[config.mk]
export PLATFORM = sky130hd
export DESIGN_NAME = booth_final_cpa
export DESIGN_NICKNAME = d
export VERILOG_FILES = /design/src/rtl/booth_pkg.sv /design/src/rtl/cpa_add.sv /design/src/rtl/booth_final_cpa.sv
export SDC_FILE = /design/constraint.sdc
export NUM_CORES = 1
export LEC_CHECK = 0
export CAP_MARGIN = 20
export CORE_UTILIZATION = 55
export DETAILED_ROUTE_END_ITERATION = 7
export PLACE_DENSITY_LB_ADDON = 0.2
export SYNTH_ARGS = -nofsm -noshare
export SYNTH_HDL_FRONTEND = slang
export SYNTH_SLANG_ARGS = --single-unit
[constraint.sdc]
create_clock -name clk -period 4.43 [get_ports clk]
set_input_delay 1.1075 -clock clk [delete_from_list [all_inputs] [get_ports clk]]
set_output_delay 1.1075 -clock clk [all_outputs]
set_load 0.1 [all_outputs]
[src/rtl/booth_pkg.sv]
// ----------------------------------------------------------------------------
// booth_pkg
// Shared sizing constants for the Booth multiplier datapath: the partial
// product generator, the 4:2 compressor tree and the final carry-propagate
// adder all size themselves from these.
//   PROD_W : product width in bits (even, >= 4)
//   LO_W   : width of the low-half adder in the final CPA
// ----------------------------------------------------------------------------
package booth_pkg;

   localparam int PROD_W = 32;
   localparam int LO_W   = PROD_W / 2;

endpackage : booth_pkg

[src/rtl/cpa_add.sv]
// ----------------------------------------------------------------------------
// cpa_add
// Purely combinational N-bit binary adder with carry in and carry out.
// Ports:
//   a  [N-1:0] : addend
//   b  [N-1:0] : addend
//   ci         : carry into bit 0
//   s  [N-1:0] : (a + b + ci) mod 2^N
//   co         : carry out of bit N-1
// ----------------------------------------------------------------------------
module cpa_add #(
   parameter int N = 16
) (
   input  logic [N-1:0] a,
   input  logic [N-1:0] b,
   input  logic         ci,
   output logic [N-1:0] s,
   output logic         co
);

   logic [N:0] full;

   // One extra bit of headroom captures the carry out.
   assign full = {1'b0, a} + {1'b0, b} + {{N{1'b0}}, ci};
   assign s    = full[N-1:0];
   assign co   = full[N];

endmodule : cpa_add

[src/rtl/booth_final_cpa.sv]
// ----------------------------------------------------------------------------
// booth_final_cpa
// Final carry-propagate adder of the Booth multiplier. Resolves the redundant
// sum/carry pair from the 4:2 compressor tree into a binary product using a
// two-stage split adder (low half in stage 1, high half plus the low-half
// carry in stage 2). Valid/ready handshake on both sides with full
// backpressure; one result per cycle when the consumer keeps up.
// Ports:
//   clk        : clock, all state on rising edge
//   rst        : asynchronous, active-high reset
//   in_valid   : sum/carry pair presented by the compressor tree
//   in_ready   : stage can accept this cycle (combinational from out_ready)
//   sum_vec    : tree sum vector, bit i weight 2^i
//   carry_vec  : tree carry vector, bit i weight 2^(i+1)
//   out_valid  : product valid
//   out_ready  : consumer accepts product
//   product    : (sum_vec + (carry_vec << 1)) mod 2^W
//   cout       : carry out of bit W-1 of that addition
// ----------------------------------------------------------------------------
module booth_final_cpa #(
   parameter int W    = booth_pkg::PROD_W,
   parameter int LO_W = W / 2
) (
   input  logic         clk,
   input  logic         rst,
   input  logic         in_valid,
   output logic         in_ready,
   input  logic [W-1:0] sum_vec,
   input  logic [W-1:0] carry_vec,
   output logic         out_valid,
   input  logic         out_ready,
   output logic [W-1:0] product,
   output logic         cout
);

   localparam int HI_W = W - LO_W;

   // Pipeline state
   logic            s1_valid_q;
   logic [LO_W-1:0] s1_lo_q;
   logic            s1_c_q;
   logic [HI_W-1:0] s1_a_hi_q;
   logic [HI_W-1:0] s1_b_hi_q;
   logic            out_valid_q;
   logic [W-1:0]    product_q;
   logic            cout_q;

   // Next-state values from the two adder halves
   logic [LO_W-1:0] s1_lo_d;
   logic            s1_c_d;
   logic [HI_W-1:0] prod_hi_d;
   logic            cout_d;

   logic         s1_en;
   logic         s2_en;
   logic [W-1:0] b_vec;

   // The carry vector's bit i carries weight 2^(i+1). Its MSB would land on
   // 2^W, outside the modular result, and is deliberately dropped so it can
   // never leak into cout.
   logic unused_carry_msb;
   assign unused_carry_msb = carry_vec[W-1];
   assign b_vec            = {carry_vec[W-2:0], 1'b0};

   // Ready propagates combinationally back through both stages, so a full
   // pipe that drains this cycle can still accept a new pair.
   assign s2_en    = !out_valid_q | out_ready;
   assign s1_en    = !s1_valid_q | s2_en;
   assign in_ready = s1_en;

   cpa_add #(.N(LO_W)) u_add_lo (
      .a  (sum_vec[LO_W-1:0]),
      .b  (b_vec[LO_W-1:0]),
      .ci (1'b0),
      .s  (s1_lo_d),
      .co (s1_c_d)
   );

   cpa_add #(.N(HI_W)) u_add_hi (
      .a  (s1_a_hi_q),
      .b  (s1_b_hi_q),
      .ci (s1_c_q),
      .s  (prod_hi_d),
      .co (cout_d)
   );

   // Stage 1: low-half add, high-half operands registered for stage 2
   always_ff @(posedge clk or posedge rst) begin
      if (rst) begin
         s1_valid_q <= 1'b0;
         s1_lo_q    <= '0;
         s1_c_q     <= 1'b0;
         s1_a_hi_q  <= '0;
         s1_b_hi_q  <= '0;
      end else if (s1_en) begin
         s1_valid_q <= in_valid;
         // Payload only moves with a real transfer so it stays stable
         // while the stage is empty.
         if (in_valid) begin
            s1_lo_q   <= s1_lo_d;
            s1_c_q    <= s1_c_d;
            s1_a_hi_q <= sum_vec[W-1:LO_W];
            s1_b_hi_q <= b_vec[W-1:LO_W];
         end
      end
   end

   // Stage 2: high-half add with the low-half carry, result registered
   always_ff @(posedge clk or posedge rst) begin
      if (rst) begin
         out_valid_q <= 1'b0;
         product_q   <= '0;
         cout_q      <= 1'b0;
      end else if (s2_en) begin
         out_valid_q <= s1_valid_q;
         if (s1_valid_q) begin
            product_q <= {prod_hi_d, s1_lo_q};
            cout_q    <= cout_d;
         end
      end
   end

   assign out_valid = out_valid_q;
   assign product   = product_q;
   assign cout      = cout_q;

endmodule : booth_final_cpa

# Word level (Yosys, flattened, before mapping)
# Cells that the tools add are included.
[word_totals]
in_bits = 68
register_bits = 84
out_inout_bits = 35
word_cells = 17
[classes]
bitwise = 2
addsub = 3
reduce_logical = 4
[op_table]
columns = ["op", "count"]
rows = [
  ["$add 16x16->17", 2],
  ["$add 17x1->17", 1],
  ["$reduce_and 2->1", 2],
  ["$logic_not 1->1", 2],
  ["$or 1x1->1", 2],
]

# Longest topological paths before layout
# Gate-level depths: netlist (run 1).
[logic_depth]
word_depth = 4
ltp_mapped = 7
mapped_depth_nobuf = 7

# Cells and area by module
# From an unflattened synthesis (run 1), not the netlist that was laid out.
[unflattened]
hier_cells = 372
hier_area_um2 = 4730.8
[by_module_without_submodules]
columns = ["module", "instances", "cells_per_inst", "area_per_inst_um2", "seq_area_each_um2"]
rows = [
  ["booth_final_cpa", 1, 182, 3206.8, 2102.0],
  ["cpa_add at u_add_lo", 1, 101, 790.8, 0.0],
  ["cpa_add at u_add_hi", 1, 89, 733.2, 0.0],
]

# Least setup slack after synthesis (run 1)
# Ideal clock, no wire load.
[synth_timing]
kind = "input -> register"
from = "in out_ready"
to = "reg s1_lo_q[13]"
arrival_time_ns = 3.013
slack_ns = 1.283
t_required_ns = 4.296
setup_time_ns = 0.134
path_buffers = 2
path_stages = 6
path_cell_list = "nand3b_1 -> and2_1 -> buf_2 -> clkbuf_1 -> o21ai_0 -> o21ai_0"
[synth_via]
elab_chain_cells = 3
[synth_rtl]
columns = ["element", "line_no", "source"]
rows = [
  ["from (decl)", "booth_final_cpa.sv:31", "input logic out_ready,"],
  ["$or 1x1->1", "booth_final_cpa.sv:67", "assign s2_en = !out_valid_q | out_ready;"],
  ["$or 1x1->1", "booth_final_cpa.sv:68", "assign s1_en = !s1_valid_q | s2_en;"],
  ["$reduce_and 2->1 (no line)", "--", ""],
  ["to (signal assigned)", "booth_final_cpa.sv:100", "s1_lo_q <= s1_lo_d;"],
  ["to (decl)", "booth_final_cpa.sv:40", "logic [LO_W-1:0] s1_lo_q;"],
]
# No other way between the ends.
# A chain may end at the register's enable or synchronous reset.

# Worst setup path after layout (run 1)
[layout_timing]
from = "in out_ready"
to = "out in_ready"
[layout_via]
elab_chain_cells = 2
[layout_rtl]
columns = ["element", "line_no", "source"]
rows = [
  ["$or 1x1->1", "booth_final_cpa.sv:67", ""],
  ["$or 1x1->1", "booth_final_cpa.sv:68", ""],
  ["to (decl)", "booth_final_cpa.sv:27", "output logic in_ready,"],
]
# No other way between the ends.

==> results of run 1 <==
==> per-stage QoR <==
step | util (%) | hold slack [ns] | cell area, um2 | cells | setup WS [ns]
after detailed placement | 70.4 | 0.459 | 5820 | 751 | 0.912
after CTS | 72.9 | 0.479 | 6020 | 767 | 1.15
after floorplan | - | 0.430 | 4730 | 564 | 1.16
after global placement | 70.4 | 0.450 | 5820 | 751 | 0.956
final | 72.9 | 0.477 | 6020 | 767 | 1.15
after global routing | 72.9 | 0.501 | 6020 | 767 | 1.10
==> flip-flops by register name, summed over array words and instances, names as in the netlist <==
name	cells
cout	1
out_valid	1
product	32
s1_a_hi_q	16
s1_b_hi_q	16
s1_c_q	1
s1_lo_q	16
s1_valid_q	1
==> logic make-up (layout without fill, tap and decap cells) <==
kind of cell	after synthesis	after routing	share of synthesized area (%)
multiplexers	4	4	0.846
AO/OA/AOI/OAI	114	114	14.6
buffers and inverters	32	130	2.78
adder cells (fa/ha/maj)	33	33	9.20
XOR/XNOR	16	16	2.96
AND/OR/NAND/NOR	281	281	25.2
flip-flops	84	84	44.4
==> placed cells by master, fill, tap and decap left out, types with 4 or more instances in the layout <==
cell type,count
ha_1,30
xor2_1,12
mux2i_1,4
clkbuf_8,9
nor3b_1,4
o211ai_1,6
a21oi_1,36
nor3_1,4
nand3_1,16
a31oi_1,4
nor2_1,21
dfrtp_1,84
nand2b_1,4
xnor2_1,4
inv_1,6
buf_4,7
nand2_1,203
o21ai_0,37
clkdlybuf4s50_1,100
nand4_1,5
==> worst max-delay path by stage <==
| stage | from | to | slack (ns) |
|---|---|---|---|
| floorplan | rst | cout | 1.16 |
| global placement | sum_vec[1] | s1_lo_q[13] | 0.96 |
| detailed placement | sum_vec[1] | s1_lo_q[13] | 0.91 |
| CTS | out_ready | in_ready | 1.15 |
| global route | out_ready | in_ready | 1.10 |
| finish | out_ready | in_ready | 1.15 |
==> power breakdown <==
group          switching, W  internal [W]  total (W)
clock network      0.000305      0.000271   0.000576
logic               0.00121      0.000450    0.00166
registers          0.000105      0.000937    0.00104
total               0.00162       0.00166    0.00328
==> layout make-up <==
cell class	count	share of cell area (%)
clock buffer	9	2.06
tap	105	2.18
timing repair buffer	107	17.5
inverter	7	0.457
clock inverter	7	1.35
multi-input combinational	448	41.6
sequential	84	34.9
==> worst min-delay path, delay by kind of cell, from the launching register on <==
family | cells | cell delay, ns
flip-flops | 1 | 0.35
AND/OR/NAND/NOR | 2 | 0.10
==> per-layer routing <==
layer	global-route usage, %	vias to the layer above	part of all wire (%)
met2	43.9	127	47
li1	-	2108	-
met4	8.46	0	1.1
met5	0	-	0
met1	38.7	2048	47
met3	4.67	13	5.0
==> impl_metrics.csv, run 1 <==
group,metric,value,unit
cells_and_area,multiInputGateArea,0.00250,mm2
critical_path,cp-end-kind,"output port",
cells_and_area,fillerInstances,629,
floorplanning,die_x,94.8,um
critical_path,required,3.32,ns
run_status,status,"completed",
power_and_ir_drop,leakage,2.82,nW
synthesis,synth_nets,665,
sta,post-route-period-util,74.1,%
sta,slew_viol_final,0,
hold_path,hold_class,"register to register",
sta,slew_headroom,32.9,%
global_routing,overflow,0,
critical_path,critPathMaxFanout,5,
sta,clock_skew,0.00579,ns
sta,tns,0,ns
clock_tree,htreeDepth,3,
sta,setup_viol_count_final,0,
critical_path,crit_cells,3,
detailed_routing,drt-initial-drc-count,272,
clock_tree,clkSlewWorstSetupHoldPaths,0.09,ns
cells_and_area,layout.nets,758,
hold_path,hp-start,"s1_lo_q[7]",
critical_path,r2r_cells,7,
sta,fmax,305,MHz
detailed_routing,viasPerCell,5.60,
clock_tree,postCtsHoldBufs,0,
critical_path,cp_top_family,"buffers and inverters",
power_and_ir_drop,p_per_area,544,mW/mm2
clock_tree,cts_setup_buffers,0,
synthesis,yosysSeqAreaShare,44.4,%
cells_and_area,areaGrowthSynthToFinish,27.2,%
critical_path,path_buf_inv,2,
detailed_routing,drt-pass1-iter-count,5,
clock_tree,cts-resized-gates,0,
critical_path,rrSetupSlack,1.78,ns
synthesis,synthesis.area,0.00473,mm2
clock_tree,clock_latency,0.36,ns
global_routing,grt_pass1_wl,19100,um
clock_tree,root_buffer,"clkbuf_8",
floorplanning,placementRows,33,
power_and_ir_drop,ir_drop,0.444,mV
cells_and_area,regArea,0.00210,mm2
sta,final.min_clock_period,3.28,ns
critical_path,cp.arrival,2.17,ns
synthesis,synth-edff-count,0,
hold_path,whs_path_depth,2,
detailed_routing,ant_nets,0,
detailed_routing,drt_wl_total,11700,um
place,numPortBuffers,101,
synthesis,synth_top_area_cell,"dfrtp_1",
clock_tree,cts_tree,"yes",
floorplanning,die_area,0.00898,mm2
critical_path,critPathSlowestCell,"clkdlybuf4s50_1",
place,place_congestion,0.868,
synthesis,synthCells,564,
synthesis,synth_top_area_share,44.4,%
global_routing,grt_max_degree,36,
floorplanning,start_util,57.3,%
floorplanning,die_y,94.8,um
detailed_routing,drc,0,
synthesis,ys_seq_elements,84,
synthesis,synth_area_leaders,"dfrtp_1 44%, nand2_1 16%, ha_1 7.9%",
job,cap_violations,0,
critical_path,crit_chain,"clkdlybuf4s50_1, nand3b_1, buf_4",
detailed_routing,routed-via-count,4296,
synthesis,synthArstFlopShare,100,%
sta,worst_slew_pin_slew,1.00,ns
synthesis,yosysWarnings,0,
global_routing,grt_pass1_vias,4018,
floorplanning,ios,103,
synthesis,synth_area_per_cell,8.39,um2
detailed_routing,wl_per_cell,15.3,um
synthesis,synth_ff_type,"dfrtp_1",
synthesis,synthTopCellsByCount,"204 x nand2_1, 84 x dfrtp_1, 37 x o21ai_0, 36 x a21oi_1, 30 x ha_1",
synthesis,ys_types,54,
critical_path,rr_endpoint,"product[28]",
critical_path,path_class,"primary input to output port",
cells_and_area,drive_gt1_share,5.29,%
critical_path,cp-start-kind,"primary input",
hold_path,whs_endpoint,"product[7]",
sta,hold_viol_final,0,
synthesis,synth.most_common_cell,"nand2_1",
clock_tree,clockBufferDepth,2,
power_and_ir_drop,power,0.00328,W
place,dp_hpwl,8640,um
sta,grt_setup_unrepaired,"false",
floorplanning,fp.coreArea,0.00826,mm2
clock_tree,cts_buffers,9,
global_routing,antenna_found_initial,0,
critical_path,cpPeakStageDelay,0.48,ns
critical_path,r2r-start,"s1_c_q",
global_routing,grt_use_total,27.7,%
cells_and_area,antenna_cells,0,
clock_tree,numClockSinks,84,
No activity file was read; power rests on OpenSTA's default activity.
==> run 2: changes to the inputs <==
--- a/config.mk
+++ b/config.mk
@@ -6,7 +6,7 @@
 export NUM_CORES = 1
 export LEC_CHECK = 0
 export CAP_MARGIN = 20
-export CORE_UTILIZATION = 55
+export CORE_UTILIZATION = 51
 export DETAILED_ROUTE_END_ITERATION = 7
 export PLACE_DENSITY_LB_ADDON = 0.2
 export SYNTH_ARGS = -nofsm -noshare
==> constraint.sdc (replaced) <==
create_clock -name clk -period 3.25 [get_ports clk]
set_input_delay 0.8125 -clock clk [delete_from_list [all_inputs] [get_ports clk]]
set_output_delay 0.8125 -clock clk [all_outputs]
set_load 0.1 [all_outputs]
==> impl_metrics.csv, run 2 (synthesis results as in run 1) <==
group,metric,value,unit
run_status,status,"finished with violations",
run_status,violations,"design-rule violations",
hold_path,hold_class,"register to register",
clock_tree,root_buffer,"clkbuf_8",
cells_and_area,antenna_cells,0,
detailed_routing,wl_per_cell,15.2,um
global_routing,grt_max_degree,45,
global_routing,overflow,0,
job,cap_violations,0,
clock_tree,cts_buffers,9,
detailed_routing,drt_wl_total,11800,um
power_and_ir_drop,ir_drop,0.601,mV
global_routing,antenna_found_initial,0,
clock_tree,numClockSinks,84,
critical_path,r2r_cells,7,
critical_path,cp-start-kind,"register",
hold_path,hp-start,"s1_lo_q[3]",
sta,hold_viol_final,0,
sta,slew_viol_final,0,
global_routing,top_usage_layer,"met2",
global_routing,met2_usage,44.1,%
detailed_routing,drt-pass1-iter-count,8,
critical_path,rr_endpoint,"cout",
global_routing,grt_use_total,26.2,%
cells_and_area,final_common_cell,"nand2_1",
critical_path,critPathMaxFanout,4,
global_routing,met1_usage,34.3,%
clock_tree,postCtsHoldBufs,0,
clock_tree,htreeDepth,3,
sta,tns,0,ns
hold_path,whs_path_depth,2,
place,numPortBuffers,101,
hold_path,whs_endpoint,"product[3]",
clock_tree,clock_latency,0.36,ns
sta,fmax,364,MHz
floorplanning,fp.coreArea,0.00885,mm2
floorplanning,ios,103,
global_routing,grt_use_met3,4.72,%
clock_tree,clkSlewWorstSetupHoldPaths,0.08,ns
clock_tree,cts_tree,"yes",
critical_path,r2r-start,"s1_c_q",
detailed_routing,routed-via-count,4276,
sta,whs,0.474,ns
cells_and_area,fillerInstances,781,
cells_and_area,largest_reg_flops,32,
cells_and_area,layout.nets,763,
cells_and_area,drive_gt1_share,11.1,%
critical_path,required,3.47,ns
clock_tree,cts_setup_buffers,0,
sta,setup_viol_count_final,0,
sta,final.min_clock_period,2.75,ns
detailed_routing,ant_nets,0,
detailed_routing,drc,2,
critical_path,cp.arrival,2.97,ns
floorplanning,die_y,98.3,um
sta,grt_setup_unrepaired,"false",
detailed_routing,viasPerCell,5.52,
cells_and_area,final_cell_mix,"203 x nand2_1, 84 x dfrtp_1, 66 x clkdlybuf4s50_1",
critical_path,cp-end-kind,"register",
place,place_congestion,0.891,
critical_path,path_class,"register to register",
power_and_ir_drop,leakage,2.89,nW
detailed_routing,drt-initial-drc-count,198,
global_routing,grt_pass1_wl,20200,um
critical_path,rrSetupSlack,0.50,ns
clock_tree,cts-resized-gates,0,
floorplanning,die_x,98.3,um
floorplanning,die_area,0.00967,mm2
floorplanning,start_util,53.5,%
floorplanning,placementRows,34,
place,dp_hpwl,8750,um
clock_tree,clockBufferDepth,2,
cells_and_area,areaGrowthSynthToFinish,26.7,%
sta,clock_skew,0.0138,ns
sta,post-route-period-util,84.6,%
power_and_ir_drop,p_per_area,734,mW/mm2
sta,slew_headroom,55.3,%
sta,worst_slew_pin_slew,0.669,ns
global_routing,grt_pass1_vias,4286,
## run 2: changes by cell type in the layout (fill, tap and decap cells not counted), sizes merged
cell | previous run | this run
buf | 7 | 46
clkdlybuf4s50 | 100 | 66
inv | 10 | 8
clkinv | 3 | 4
clkinvlp | 0 | 1
## run 2: how the worst max path moves through the flow
stage	start	endpoint
global placement	sum_vec[1]	s1_lo_q[13]
floorplan	out_valid	s1_lo_q[13]
global route	s1_c_q	cout
CTS	s1_c_q	cout
detailed placement	sum_vec[1]	s1_lo_q[13]
finish	s1_c_q	cout
## run 2: report_power, final
part           internal (W)  switching, W  total [W]
logic              0.000576       0.00164    0.00222
registers           0.00128      0.000152    0.00143
clock network      0.000359      0.000395   0.000754
total               0.00221       0.00219    0.00440
## run 2: metal layers
layer	share of wire, %	routed length (um)	up-vias
met2	48	5630	121
met1	45	5320	2022
met5	0	0	-
met4	1.4	169	0
li1	-	-	2117
met3	5.4	633	16
## run 2: per-stage QoR
stage	area (um2)	total power [W]	util, %	cells	setup slack (ns)
final	6000	0.00440	67.8	775	0.501
after global routing	6000	0.00463	67.8	775	0.365
after CTS	6000	0.00442	67.8	775	0.527
after detailed placement	5800	0.00365	65.5	759	0.227
after global placement	5800	0.00361	65.5	759	0.243
after floorplan	4730	0.00310	-	564	0.109
## run 2: area by class of cell
cell class              instances  area, um2  area share [%]
clock buffers                   9        124            2.07
clock inverters                 7       73.8            1.23
inverters                       7       27.5           0.459
multi-input cells             448       2500            41.7
flip-flops and latches         84       2100            35.1
well taps                     108        135            2.25
repair buffers                112       1030            17.2
## run 2: worst max-delay path: stages, from the launching register on
cell       delay, ns
dfrtp_1         0.41
fa_1            0.48
fa_1            0.46
a211oi_2        0.30
o21ai_2         0.16
a2111oi_2       0.50
or4_1           0.20
a31oi_1         0.10
==> RTL edit (flow settings as in run 2) <==
Set the package constant `PROD_W` to 24 (it was 32).
--- a/src/rtl/booth_pkg.sv
+++ b/src/rtl/booth_pkg.sv
@@ -10,3 +10,3 @@
 
-   localparam int PROD_W = 32;
+   localparam int PROD_W = 24;
    localparam int LO_W   = PROD_W / 2;
Ports: changed (resized carry_vec, product and sum_vec); port bits go from 103 to 79. The function was not compared with the original's and may differ.
==> RTL edit against run 2 <==
- setup slack gained 0.15 ns
- design area down 28%
- area after synthesis shrank 30%
- sequential cell count shrank 20
- wire length decreased by 47%
- count of clock-buffer cells in the layout rose by 4
- cell count is 42% lower
- total power is 17% lower
- sequential share of layout area up 1.9 points
- largest cell class unchanged
- largest power group unchanged
- highest routed layer unchanged
==> RTL edit: results (changes against run 2) <==
The number of flip-flops under the largest register name came out at 24 (-25%). The first-pass GRT wire length is 10420 microns (-48%). The xor-xnor portion of the synthesized cell area is 3.947% (+0.99 points). The tools report the sequential share of the synthesized area as 48.12% (+3.7 points). Ranked by total cell area, the synthesized netlist is headed by sky130_fd_sc_hd__dfrtp_1 (48%), sky130_fd_sc_hd__mux2_2 (14%), sky130_fd_sc_hd__ha_1 (8.3%). The global router's overall resource usage was 20.84% (-5.3 points). The number of global-route vias before repair is 2362 (-45%), and the share of the synthesized area in compound gates (AO/OA/AOI/OAI) is 14.47% (-0.17 points).

The tools report the start point of the worst hold path as s1_lo_q[6]. The tools report the number of buffers added by the clock tree synthesis step as 9 (unchanged). On the critical path the largest part of the delay comes from buffers and inverters. The length in cells of the worst reg-to-reg path works out to 7 (unchanged). The internal reg-to-reg setup slack was 0.73 ns (+0.23 ns). The run gives 0.004140 sq mm (-29%) as the cell area reported after detailed placement. The clock skew after layout is 0.008925 ns (-0.004869 ns), and the ratio of cells with drive above 1 in the final layout is 24.80% (+14 points). The static leakage was 1.941 nW (-33%). The logs give 4689 microns (-46%) for the post-detailed-placement half-perimeter wirelength and 0 (unchanged) for the number of setup buffers added after CTS. Among all stages on the critical path, the largest delay is contributed by sky130_fd_sc_hd__clkdlybuf4s50_1. The count of input and output buffers was 77 (-24%); the relative slew slack was 63.17% (+7.9 points). The weighted congestion at the end of routability-driven global placement is 0.8090 (-9.2%). Starting DRC count in detailed routing: 61 (-69%).

Source-to-sink clock delay at the later pin of the worst-skew pair: 0.34 ns (-0.02 ns). Clock-pin slew was measured on the worst setup and hold paths at 0.07 ns. Number of antenna violations at the first check in global routing: 0 (unchanged). The number of nets in the layout was 447 (-41%).

The logs give 363 (-45%) for the net count after synthesis and 662.4 uV (+10%) for the peak ir drop on the vdd network. The tools report the number of distinct standard cells referenced by the synthesized netlist as 41 (-24%). The warning count from the yosys run was 0 (unchanged).

The net switching component of the power is 1.747 mW (-20%). The number of antenna diodes is 0 (unchanged), and the largest fanout of any net on the critical path is 4 (unchanged). The cell sitting at the root of the clock tree is a sky130_fd_sc_hd__clkbuf_8. By count the netlist is led by sky130_fd_sc_hd__dfrtp_1 (64), sky130_fd_sc_hd__mux2_2 (41), sky130_fd_sc_hd__nand2_1 (29), sky130_fd_sc_hd__o21ai_0 (23), sky130_fd_sc_hd__ha_1 (22). The logs give 2 (unchanged) for the maximum clock path buffer count and 6 (-2) for the number of detailed-route iterations in the first pass. In this run the worst setup path begins at out_ready.

The signal arrival time at the worst endpoint came out at 1.79 ns (-1.18 ns). The run finished with clean final reports. For the largest net degree at the start of global routing, the log shows 39 (-13%). The area share of fa/ha/maj cells after synthesis is 10.08% (+0.88 points). In this run the worst hold path is classified as reg2reg.

Number of vias per cell: 5.385 (-2.4%). The largest incremental delay on the critical path is 0.41 ns (-0.09 ns). The routed wire length per instance is 13.79 microns (-9.0%), and the H-tree depth is 3 (unchanged).

The multiplexer fraction of the synthesized cell area was 14.77% (+14 points); the count of fill cells added during filler insertion was 516 (-34%). The worst hold path stage count was 2 (unchanged).
[RTL edit: stage by stage]
| stage | worst slack [ns] | instances | hold WS, ns | power [mW] |
|---|---|---|---|---|
| global route | 0.5304 | 452 | 0.5052 | 3.855 |
| detailed placement | 0.2972 | 436 | 0.4659 | 2.999 |
| finish | 0.6470 | 452 | 0.4745 | 3.661 |
| global placement | 0.3434 | 436 | 0.4568 | 2.960 |
| CTS | 0.6255 | 452 | 0.4807 | 3.692 |
| floorplan | 0.1489 | 286 | 0.4446 | 2.572 |
[RTL edit: worst reg2reg max path: stages, from the launching register on]
cell,delay (ns)
sky130_fd_sc_hd__dfrtp_1,0.40
sky130_fd_sc_hd__fa_1,0.50
sky130_fd_sc_hd__fa_1,0.48
sky130_fd_sc_hd__a211oi_2,0.24
sky130_fd_sc_hd__o21ai_2,0.12
sky130_fd_sc_hd__o2111a_1,0.29
sky130_fd_sc_hd__o21a_1,0.21
sky130_fd_sc_hd__o31ai_2,0.19
[RTL edit: kinds of logic (layout without fill, tap and decap cells)]
kind of cell               after synthesis  count (layout)
and+or+nand+nor                         52              52
AOI/OAI and AO/OA                       75              75
muxes                                   44              44
xor gates and xnor gates                15              15
adders and majority gates               25              25
DFF                                     64              64
buffers and inverters                   11             100
[RTL edit: cell type report]
type	count	area, sq um	share of cell area, %
Multi-Input combinational cell	211	1673	38.55
Sequential cell	64	1602	36.91
Timing Repair Buffer	81	758.2	17.47
Clock buffer	13	158.9	3.662
Tap cell	77	96.34	2.220
Clock inverter	3	40.04	0.9227
Inverter	3	11.26	0.2595
[RTL edit: worst paths after layout]
check	endpoint
max	in_ready
min	s1_lo_q[6]
max reg2reg	product[22]
min reg2reg	s1_lo_q[6]
max in group asynchronous	s1_a_hi_q[5]
min in group asynchronous	s1_a_hi_q[0]
[RTL edit: layer usage]
| layer | wire, microns | GRT usage (%) | up-vias |
|---|---|---|---|
| li1 | - | - | 1211 |
| met4 | 97 | 9.828 | 0 |
| met5 | 0 | 0 | - |
| met1 | 2674 | 23.84 | 1153 |
| met3 | 351 | 6.448 | 6 |
| met2 | 3112 | 35.41 | 64 |
[RTL edit: power by group through the flow]
stage / sequential, mW / combinational, mW / clock, mW
after detailed placement: 1.13 / 1.86 / 0
after floorplan: 2.05 / 0.522 / 0
after global routing: 1.15 / 1.97 / 0.734
final: 1.12 / 1.86 / 0.689
after global placement: 1.13 / 1.84 / 0
after CTS: 1.12 / 1.87 / 0.704
